### src/rtl/capture_pkg.sv
// Shared types and width helpers for the capture writer and its FIFO.
package capture_pkg;

    typedef enum logic [1:0] {
        IDLE = 2'd0,
        REQ  = 2'd1,
        DONE = 2'd2
    } state_e;

    // Counter width that stays at least one bit wide for degenerate sizes.
    function automatic int cnt_w(input int n);
        return (n > 1) ? $clog2(n) : 1;
    endfunction

    localparam int BURST_DEF = 8;
    localparam int BCNT_W    = cnt_w(BURST_DEF);

endpackage

### src/rtl/fifo_sync.sv
// Single-clock show-ahead FIFO: head always presents the oldest stored word.
module fifo_sync #(
    parameter int DN = 16,
    parameter int FN = 5
) (
    input  logic          clkSYS,
    input  logic          n_reset,
    input  logic          push,
    input  logic          pop,
    input  logic [DN-1:0] wdata,
    output logic [DN-1:0] head,
    output logic [FN:0]   level,
    output logic          empty,
    output logic          full
);

    logic [DN-1:0] mem_q [2**FN];
    logic [FN-1:0] wp_q;
    logic [FN-1:0] rp_q;
    logic [FN:0]   lvl_q;
    logic          do_push;
    logic          do_pop;

    assign do_push = push & ~full;
    assign do_pop  = pop & ~empty;

    always_ff @(posedge clkSYS) begin
        if (do_push) begin
            mem_q[wp_q] <= wdata;
        end
    end

    always_ff @(posedge clkSYS) begin
        if (!n_reset) begin
            wp_q  <= '0;
            rp_q  <= '0;
            lvl_q <= '0;
        end else begin
            if (do_push) begin
                wp_q <= wp_q + 1'b1;
            end
            if (do_pop) begin
                rp_q <= rp_q + 1'b1;
            end
            lvl_q <= lvl_q + {{FN{1'b0}}, do_push} - {{FN{1'b0}}, do_pop};
        end
    end

    assign head  = mem_q[rp_q];
    assign level = lvl_q;
    assign empty = (lvl_q == '0);
    assign full  = lvl_q[FN];

endmodule

### src/rtl/capture_writer.sv
// Packs a sample stream into fixed-size write bursts aimed at a circular
// SDRAM region, presented on one arbiter slot.
module capture_writer
    import capture_pkg::*;
#(
    parameter int            AN    = 24,
    parameter int            DN    = 16,
    parameter int            BURST = 8,
    parameter logic [AN-1:0] BASE  = '0,
    parameter int            SN    = 19,
    parameter int            FN    = 5
) (
    input  logic          clkSYS,
    input  logic          n_reset,
    input  logic          en,
    input  logic          clr,
    input  logic [DN-1:0] din,
    input  logic          din_valid,
    output logic          req,
    output logic          req_wr,
    output logic [AN-1:0] req_addr,
    output logic [DN-1:0] req_data,
    input  logic          req_ack,
    output logic [FN:0]   level,
    output logic          empty,
    output logic          full,
    output logic          overflow,
    output logic          wrap,
    output state_e        dbg_state
);

    localparam int            BW        = cnt_w(BURST);
    localparam logic [BW-1:0] LAST_BEAT = BW'(BURST - 1);
    localparam logic [FN:0]   BURST_LVL = (FN + 1)'(BURST);
    localparam logic [SN:0]   BURST_INC = (SN + 1)'(BURST);

    state_e        state_q;
    logic          req_q;
    logic          req_wr_q;
    logic          ovf_q;
    logic          wrap_q;
    logic          clr_pend_q;
    logic [SN-1:0] wptr_q;
    logic [BW-1:0] bcnt_q;
    logic [SN:0]   wsum_d;
    logic          push;
    logic          pop;
    logic          drop;

    // Handshake: while req is high, req_addr is stable and req_data shows the
    // FIFO head; a cycle with req & req_ack transfers exactly that word, and
    // the next word appears on req_data the cycle after. req_ack low stalls.
    assign push   = din_valid & en & ~full;
    assign drop   = din_valid & en & full;
    assign pop    = req_q & req_ack;
    assign wsum_d = {1'b0, wptr_q} + BURST_INC;

    fifo_sync #(
        .DN(DN),
        .FN(FN)
    ) u_fifo (
        .clkSYS (clkSYS),
        .n_reset(n_reset),
        .push   (push),
        .pop    (pop),
        .wdata  (din),
        .head   (req_data),
        .level  (level),
        .empty  (empty),
        .full   (full)
    );

    always_ff @(posedge clkSYS) begin
        if (!n_reset) begin
            state_q    <= IDLE;
            req_q      <= 1'b0;
            req_wr_q   <= 1'b0;
            ovf_q      <= 1'b0;
            wrap_q     <= 1'b0;
            clr_pend_q <= 1'b0;
            wptr_q     <= '0;
            bcnt_q     <= '0;
        end else begin
            wrap_q <= 1'b0;
            if (clr) begin
                ovf_q <= 1'b0;
            end else if (drop) begin
                ovf_q <= 1'b1;
            end
            case (state_q)
                IDLE: begin
                    if (clr) begin
                        wptr_q <= '0;
                    end
                    if (level >= BURST_LVL) begin
                        state_q  <= REQ;
                        req_q    <= 1'b1;
                        req_wr_q <= 1'b1;
                        bcnt_q   <= '0;
                    end
                end
                REQ: begin
                    if (req_ack && bcnt_q == LAST_BEAT) begin
                        state_q    <= DONE;
                        req_q      <= 1'b0;
                        req_wr_q   <= 1'b0;
                        bcnt_q     <= '0;
                        clr_pend_q <= 1'b0;
                        // A clear seen during the burst wins over the advance.
                        if (clr || clr_pend_q) begin
                            wptr_q <= '0;
                        end else begin
                            wptr_q <= wsum_d[SN-1:0];
                            wrap_q <= wsum_d[SN];
                        end
                    end else begin
                        if (req_ack) begin
                            bcnt_q <= bcnt_q + BW'(1);
                        end
                        if (clr) begin
                            clr_pend_q <= 1'b1;
                        end
                    end
                end
                DONE: begin
                    if (clr) begin
                        wptr_q <= '0;
                    end
                    state_q <= IDLE;
                end
                default: begin
                    state_q <= IDLE;
                end
            endcase
        end
    end

    assign req       = req_q;
    assign req_wr    = req_wr_q;
    assign req_addr  = BASE + AN'(wptr_q);
    assign overflow  = ovf_q;
    assign wrap      = wrap_q;
    assign dbg_state = state_q;

endmodule

### config.mk
export PLATFORM = sky130hd
export DESIGN_NAME = capture_writer
export DESIGN_NICKNAME = d
export VERILOG_FILES = /design/src/rtl/capture_pkg.sv /design/src/rtl/fifo_sync.sv /design/src/rtl/capture_writer.sv
export SDC_FILE = /design/constraint.sdc
export NUM_CORES = 1
export LEC_CHECK = 0
export CORE_MARGIN = 5
export CORE_UTILIZATION = 60
export CTS_BUF_LIST = sky130_fd_sc_hd__clkbuf_8
export CTS_CLUSTER_DIAMETER = 100
export DETAILED_ROUTE_END_ITERATION = 6
export GPL_TIMING_DRIVEN = 0
export PLACE_DENSITY = 0.8
export SYNTH_ARGS = -nofsm -noshare
export SYNTH_HDL_FRONTEND = slang
export SYNTH_SLANG_ARGS = --single-unit
export TNS_END_PERCENT = 1
### constraint.sdc
create_clock -name clkSYS -period 4.8 [get_ports clkSYS]
set_input_delay 1.2 -clock clkSYS [delete_from_list [all_inputs] [get_ports clkSYS]]
set_output_delay 1.2 -clock clkSYS [all_outputs]
set_load 0.05 [all_outputs]
* Word level (Yosys, flattened, before mapping)
Memories as Yosys holds them, arrays and structs flattened. A register that Yosys moved wholly into a read port is not among the register bits.
Cells that the tools add are included.
** Storage, ports and cells
- Register bits after elaboration :: 44
- Memory bits (writable) :: 512
- Bits of input ports :: 22
- Memories kept :: 1
** Cells by class
- Add/subtract/negate cells :: 6
- Order comparisons :: 1
- Equal/unequal tests :: 7
- Mux-type cells :: 20
- Bitwise logic cells :: 11
- Reductions and logical operators :: 15
** Memory list
- u_fifo.mem_q :: words 32, width 16, read ports 1, clocked after Yosys merged registers in 1, write ports 1, RTL line fifo_sync.sv:17 : logic [DN-1:0] mem_q [2**FN];
** Operator list (number)
- $mux W19 :: 3
- $pmux W19 S2 :: 1
- $add A19 B4 Y20 const B :: 1
- $add A5 B1 Y5 const B :: 2
- $mux W5 :: 2
- $mux W3 :: 3
- $reduce_and A3 Y1 :: 3
- $add A6 B1 Y6 :: 1
- $and A1 B1 Y1 :: 6
- $ge A6 B4 Y1 const B :: 1
- $logic_not A6 Y1 :: 1
- $mux W1 :: 6
- $pmux W3 S2 :: 1
- $reduce_bool A2 Y1 :: 3
- $sub A6 B1 Y6 :: 1
- $not A1 Y1 :: 5
- $mux W2 :: 2
- $ne A2 B2 Y1 const B :: 2
- $pmux W2 S2 :: 1
- $reduce_and A2 Y1 :: 2
- $reduce_or A2 Y1 :: 2
- $reduce_or A4 Y1 :: 1
- $add A3 B1 Y3 const B :: 1
- $eq A3 B3 Y1 const B :: 1
- other kinds (8) :: 8

* Depth between registers and ports, before layout
Gate-level depths: netlist of run 1.
- Depth after elaboration :: 5
- Gate-level depth with buffers :: 12
- Mapped depth without buffers :: 12

* Cells and area by module
A second synthesis of run 1 with hierarchy kept.
** Second synthesis, totals
- Cell total of the unflattened synthesis :: 1230
- Area, all modules :: 22059.9 sq um
** By module, submodules not included
- fifo_sync :: instances 1, cells an instance 1068, area each 20699.9 sq um, seq. area each 15795.1 sq um
- capture_writer :: instances 1, cells an instance 162, area each 1360.1 sq um, seq. area each 500.5 sq um

* Least setup slack after synthesis of run 1
OpenSTA, ideal clock, no wires.
- Kind :: register to output
- From :: reg (tool-made name)
- To :: out req_data[14]
- Arrival :: 2.061 ns
- Setup slack :: 1.539 ns
- Cell stages (with the launch flop) :: 7
- Path buffers :: 3
- Cells stage by stage :: dfxtp_1 clkbuf_1 buf_2 buf_4 mux4_2 a22oi_1 nand4_1
** RTL lines
- to (decl) :: RTL line capture_writer.sv:22 : output logic [DN-1:0] req_data,

==> results of run 1 <==
==> layout by cell type (no fill, tap or decap), types with 17 or more instances in the layout <==
cell type and instances:
inv_1 46, mux4_2 64, nand4_1 25, mux2i_1 129, ha_1 17, buf_2 31, nor2_2 33, a22oi_1 93
clkdlybuf4s50_1 45, clkbuf_1 24, dfxtp_1 46, edfxtp_1 512, nand3_1 44, clkbuf_8 98, nor2_1 32, nand2_1 27
==> where the power goes <==
part,internal [mW],leakage [nW],switching [mW]
Sequential,5.37,4.98,0.0533
Combinational,0.378,2.00,0.829
Clock,1.86,0.923,1.76
Total,7.60,7.90,2.64
==> area by class of cell <==
class	instances	area, um^2	area share [%]
plain buffers	74	382	1.52
clock buffers	98	1350	5.37
clock inverters	53	223	0.886
inverters	14	52.6	0.209
multi-input cells	589	5360	21.3
flip-flops and latches	558	16300	64.8
well taps	468	586	2.33
repair buffers	85	883	3.52
==> registers in the layout, indices dropped and copies added (netlist names), named ones only <==
signal and cells:
u_fifo.rp_q 5, wrap 1, clr_pend_q 1, bcnt_q 3, overflow 1, u_fifo.mem_q 512
u_fifo.wp_q 5, u_fifo.level 6, wptr_q 16, dbg_state 2, req_wr 1
==> logic make-up after synthesis <==
logic type | after synthesis | share of synthesized area [%]
fa+ha+maj | 18 | 1.06
buf+inv | 88 | 1.88
other cells | 1 | 0.0171
compound gates | 139 | 4.54
flops | 558 | 74.3
xor+xnor | 19 | 0.758
simple gates | 211 | 4.97
mux | 194 | 12.5
==> worst paths after layout <==
path,cells after the start,start,slack (ps),endpoint
max reg2reg,4,u_fifo.level[5]$_SDFF_PN0_,2030,u_fifo.mem_q[26][14]$_DFFE_PP_
min reg2reg,2,bcnt_q[2]$_SDFFE_PN0P_,460,bcnt_q[2]$_SDFFE_PN0P_
min,2,bcnt_q[2]$_SDFFE_PN0P_,460,bcnt_q[2]$_SDFFE_PN0P_
max,7,register,60,req_data[2]
==> synthesized netlist by cell type, types with 2 or more instances <==
library cell,count,area share [%]
a31oi_1,4,0.11
or3_1,2,0.057
nor2b_1,4,0.11
and4_1,2,0.080
edfxtp_1,512,70
ha_1,17,0.97
nand4_1,25,0.71
o21bai_1,2,0.068
nand3b_1,4,0.14
o21ai_0,6,0.14
nor2_1,64,1.1
nand2b_1,4,0.11
xnor2_1,13,0.52
a22oi_1,96,3.3
mux4_2,64,6.6
o211ai_1,2,0.068
a211oi_1,2,0.068
and2_1,3,0.086
nor4b_1,4,0.16
a21o_1,3,0.10
mux2i_1,129,5.9
nand2_1,27,0.46
clkbuf_1,31,0.53
dfxtp_1,46,4.2
and3_1,2,0.057
o31ai_1,2,0.068
buf_1,3,0.051
nand3_1,44,1.0
buf_2,27,0.62
xor2_1,6,0.24
nor3b_1,3,0.10
inv_1,14,0.24
o2111ai_1,2,0.080
nor3_1,8,0.18
buf_4,13,0.44
a21oi_1,16,0.36
==> worst max-delay path: stages, from the launching register on <==
cell and delay [ps]:
dfxtp_1 300, clkbuf_1 280, buf_4 320, buf_4 300
mux4_2 550, a22oi_1 440, nand4_1 240, dlygate4sd2_1 490
==> per-layer routing <==
metal / GRT usage, % / share of wire [%] / vias up
li1: - / - / 5288
met1: 35.8 / 39 / 6185
met2: 38.3 / 46 / 775
met3: 5.75 / 11 / 126
met4: 11.1 / 4.2 / 0
met5: 0 / 0 / -
==> timing repair <==
action | CTS | global route
gates resized for setup | 26 | 10
pin swaps | 0 | 0
hold buffers | 0 | 0
setup endpoints to repair | 16 | 7
==> run metrics, run 1 <==
Core Rows=70; Data required, critical path=approximately 3600 ps; grt ovf=0; DR vias=12,400; endpoints failing hold=0; layout cells sized above 1=19.4%; gr usage total=between 20% and 30%; #FFs+latches synth=558; Distinct cells, synth=58; Mapped Area=21,900 um^2; worst-margin pin slew=about 1400 ps; RSZ-0062 raised after global routing=yes; final clock period utilization by the worst path=between 90 and 100%; number of synthesized flops with an enable pin=slightly above 500; largest net degree at the start of global routing=33; Hold Slack=roughly 460 ps; setup_tns=0 ps; n_diodes=0; Slew HR=just under 7%; Place WS=257 ps; Final HPWL DP=32,900 um; critical path class=reg2out; Placer Congestion=approximately 0.89; DRC Markers=0; die span in x=~200 um; initial antenna violation count=0; Cells after DPL=1,788; register area share after synthesis=about 74%; Core ar.=~36,000 um^2; Hold Crit Class=reg2reg; Post-CTS Setup Inserts=0; CTS tree=built; via/cell ratio=approximately 6.4; CP Capture Type=output port; Layout Nets=~1,400; LEAKAGE=7.90 nW; Final Util=a little under 70%; filler instances=between 2,000 and 2,500; clk_lat worst skew=about 630 ps; die area=a little over 40,000 um^2; First DRT Iteration DRCs=between 1,000 and 1,500; Routed Antenna Nets=0; CTS H-tree lvls=3; Gate Count Post-Synth=~1,200; yosys warns=0; DR pass1 iterations=5; Port Buffers=67; clock skew=approximately 27 ps; total power=between 10 and 15 mW; Post-Layout Cell Count=1,939; CP max FO=10; Max Cap Viol=0; fin. max-slew vios=0; clock sinks=558; worst ir drop on vdd=0.452 mV; status=completed; vias in the first global route=about 13,000; dpl cell area=approximately 24,000 um^2; Post-Syn Area per Cell=approximately 18 um^2; fraction of registers with async set/reset=0%; first-pass GRT wire length=77,100 um; crit start category=register; min Tclk post-route=4740 ps; fin area=25,100 um^2; Root Driver=clkbuf_8; I/O pin total=between 70 and 80; Initial Util=~60%; Worst Path Arrival=about 3500 ps; WL final=just over 50,000 um; TritonCTS Buffers=84; Worst-path clk slew=~60 ps; top_reg_cell synth=edfxtp_1; Max clock buf depth=3; area delta synth->final=14.5%; pwr/cell area=roughly 400 nW/um^2; setup ws final=62.3 ps; fmax=~210 MHz; # setup viols final=0; WL per Instance=26.5 um; die outline height=approximately 200 um
Power figures use the tool's default switching activity.
==> run 2, diff against run 1 <==
- CORE_ASPECT_RATIO: unset -> 1.4
==> run 2 against run 1 <==
Net effect: sequential power barely moved; global-route usage down 0.27 points; flip-flop and latch count unchanged; clock power shrank 2%; clock skew is 4.6 ps higher; total power shrank 1.0%; critical path type unchanged; critical endpoint is now req_data[13]; largest cell class unchanged.
==> run metrics, run 2 (synthesized netlist as in run 1, its figures left out) <==
status=completed; Worst Path Arrival=3570 ps (+30 ps); WL per Instance=26.0 um (-1.9%); crit start category=register; Core ar.=36,500 um^2 (+0.29%); initial antenna violation count=0 (unchanged); PostCTS Resize Cnt=31 (+19%); Initial Util=60.2% (-0.17 points); leading cell types in the layout, fill and taps excluded=512 x edfxtp_1, 129 x mux2i_1, 87 x clkbuf_8; Max clock buf depth=3 (unchanged); commonest non-fill, non-tap cell in the layout=edfxtp_1; crit-path most repeated cell=clkbuf_1; grt ovf=0 (unchanged); via/cell ratio=6.25 (-2.0%); die span in x=172 um (-15%); Data required, critical path=3600 ps (about the same); Reg with most FFs=u_fifo.mem_q; Final HPWL DP=32,500 um (-1.2%); Core Rows=83 (+19%); largest net degree at the start of global routing=33 (unchanged); CTS tree=built; n_diodes=0 (unchanged); TritonCTS Buffers=77 (-8.3%); Layout Nets=1,430 (-1.1%); Post-CTS Setup Inserts=0 (unchanged); die outline height=236 um (+17%); clk_lat worst skew=640 ps (about the same); Placer Congestion=0.936 (+5.1%); area delta synth->final=13.9%; Root Driver=clkbuf_8; Place WS=173 ps (-83.8 ps); layout cells sized above 1=18.7% (-0.77 points); first-pass GRT wire length=74,600 um (-3.2%); buffers plus inverters on the worst setup path=5 (+1); CP Capture Type=output port; vias in the first global route=12,500 (-1.0%); critical path's top delay family=buffers and inverters; Routed Antenna Nets=0 (unchanged); LEAKAGE=7.71 nW (-2.4%); Critical Path, Cell by Cell=clkbuf_1, buf_4, nor2b_1, clkbuf_1, buf_2, a22oi_1, nand3_1, nand4_1, clkdlybuf4s15_1; worst-margin pin slew=1410 ps (+16.5 ps); hold_buf cts=0 (unchanged); fmax=209 MHz (-0.75%); clock skew=31.4 ps (+4.65 ps); critical path class=reg2out; Hold Crit Class=reg2reg; CP max FO=10 (unchanged); DRC Markers=0 (unchanged); die area=40,500 um^2 (+0.13%); DR vias=12,000 (-3.1%); Max Cap Viol=0 (unchanged); setup ws final=26.5 ps (-35.8 ps); max FFs per register=512 (unchanged); DR pass1 iterations=5 (unchanged); CTS H-tree lvls=3 (unchanged); Slew HR=5.64% (-1.1 points); min Tclk post-route=4770 ps (+35.8 ps); First DRT Iteration DRCs=1,267 (-12%); clock sinks=558 (unchanged); Worst-path clk slew=70 ps (about the same); WL final=49,800 um (-3.0%); I/O pin total=76 (unchanged); Worst path slowest cell=clkdlybuf4s15_1; Port Buffers=67 (unchanged); worst ir drop on vdd=0.473 mV (+4.6%); slowest stage delay, CP=510 ps (-40 ps); final clock period utilization by the worst path=99.4% (+0.75 points); setup_tns=0 ps (unchanged); # setup viols final=0 (unchanged); gr usage total=25.0% (-0.27 points); pwr/cell area=406 nW/um^2 (-0.48%); fin. max-slew vios=0 (unchanged); endpoints failing hold=0 (unchanged)
==> run 2: worst reg2reg max path, stage by stage (launching register included) <==
cell      delay [ps]
dfxtp_1          350
and3b_1          210
clkbuf_1         400
nand2_1          450
nor2_2           920
==> run 2: final timing paths <==
| check | start | to | slack, ps | depth (start not counted) |
|---|---|---|---|---|
| setup / recovery | register | req_data[13] | 30 | 9 |
| hold / removal | bcnt_q[1]$_SDFFE_PN0P_ | bcnt_q[1]$_SDFFE_PN0P_ | 460 | 2 |
| setup reg to reg | u_fifo.level[5]$_SDFF_PN0_ | u_fifo.mem_q[22][7]$_DFFE_PP_ | 2080 | 4 |
| hold reg to reg | bcnt_q[1]$_SDFFE_PN0P_ | bcnt_q[1]$_SDFFE_PN0P_ | 460 | 2 |
==> run 2: area by class of cell <==
| class | count | area, um^2 |
|---|---|---|
| sequential | 558 | 16300 |
| fill | 2243 | 11500 |
| multi-input combinational | 589 | 5410 |
| clock buffer | 87 | 1200 |
| timing repair buffer | 76 | 781 |
| tap | 467 | 584 |
| buffer | 74 | 368 |
| clock inverter | 53 | 307 |
| inverter | 14 | 52.6 |
==> run 2: metrics by stage <==
stage / area (um^2) / utilization [%] / power [mW] / hold slack [ps] / instances
2_1_floorplan: 22000 / - / 6.28 / 436 / 1235
3_3_place_gp: 23200 / 63.7 / 6.70 / 444 / 1769
3_5_place_dp: 23400 / 64.3 / 6.73 / 451 / 1778
4_1_cts: 25000 / 68.5 / 10.2 / 459 / 1918
5_1_grt: 25000 / 68.6 / 10.5 / 498 / 1918
6_report: 25000 / 68.6 / 10.1 / 457 / 1918
==> run 2: routing by layer <==
metal | vias up | GRT usage (%) | part of all wire, %
met2 | 627 | 40.7 | 50
met1 | 6002 | 31.3 | 36
met4 | 0 | 14.2 | 6.0
met3 | 114 | 4.81 | 7.6
li1 | 5250 | - | -
met5 | - | 0 | 0
==> run 2: where the power goes <==
group,switching (mW),internal (mW)
clock,1.71,1.83
sequential,0.0521,5.37
combinational,0.808,0.378
total,2.57,7.58
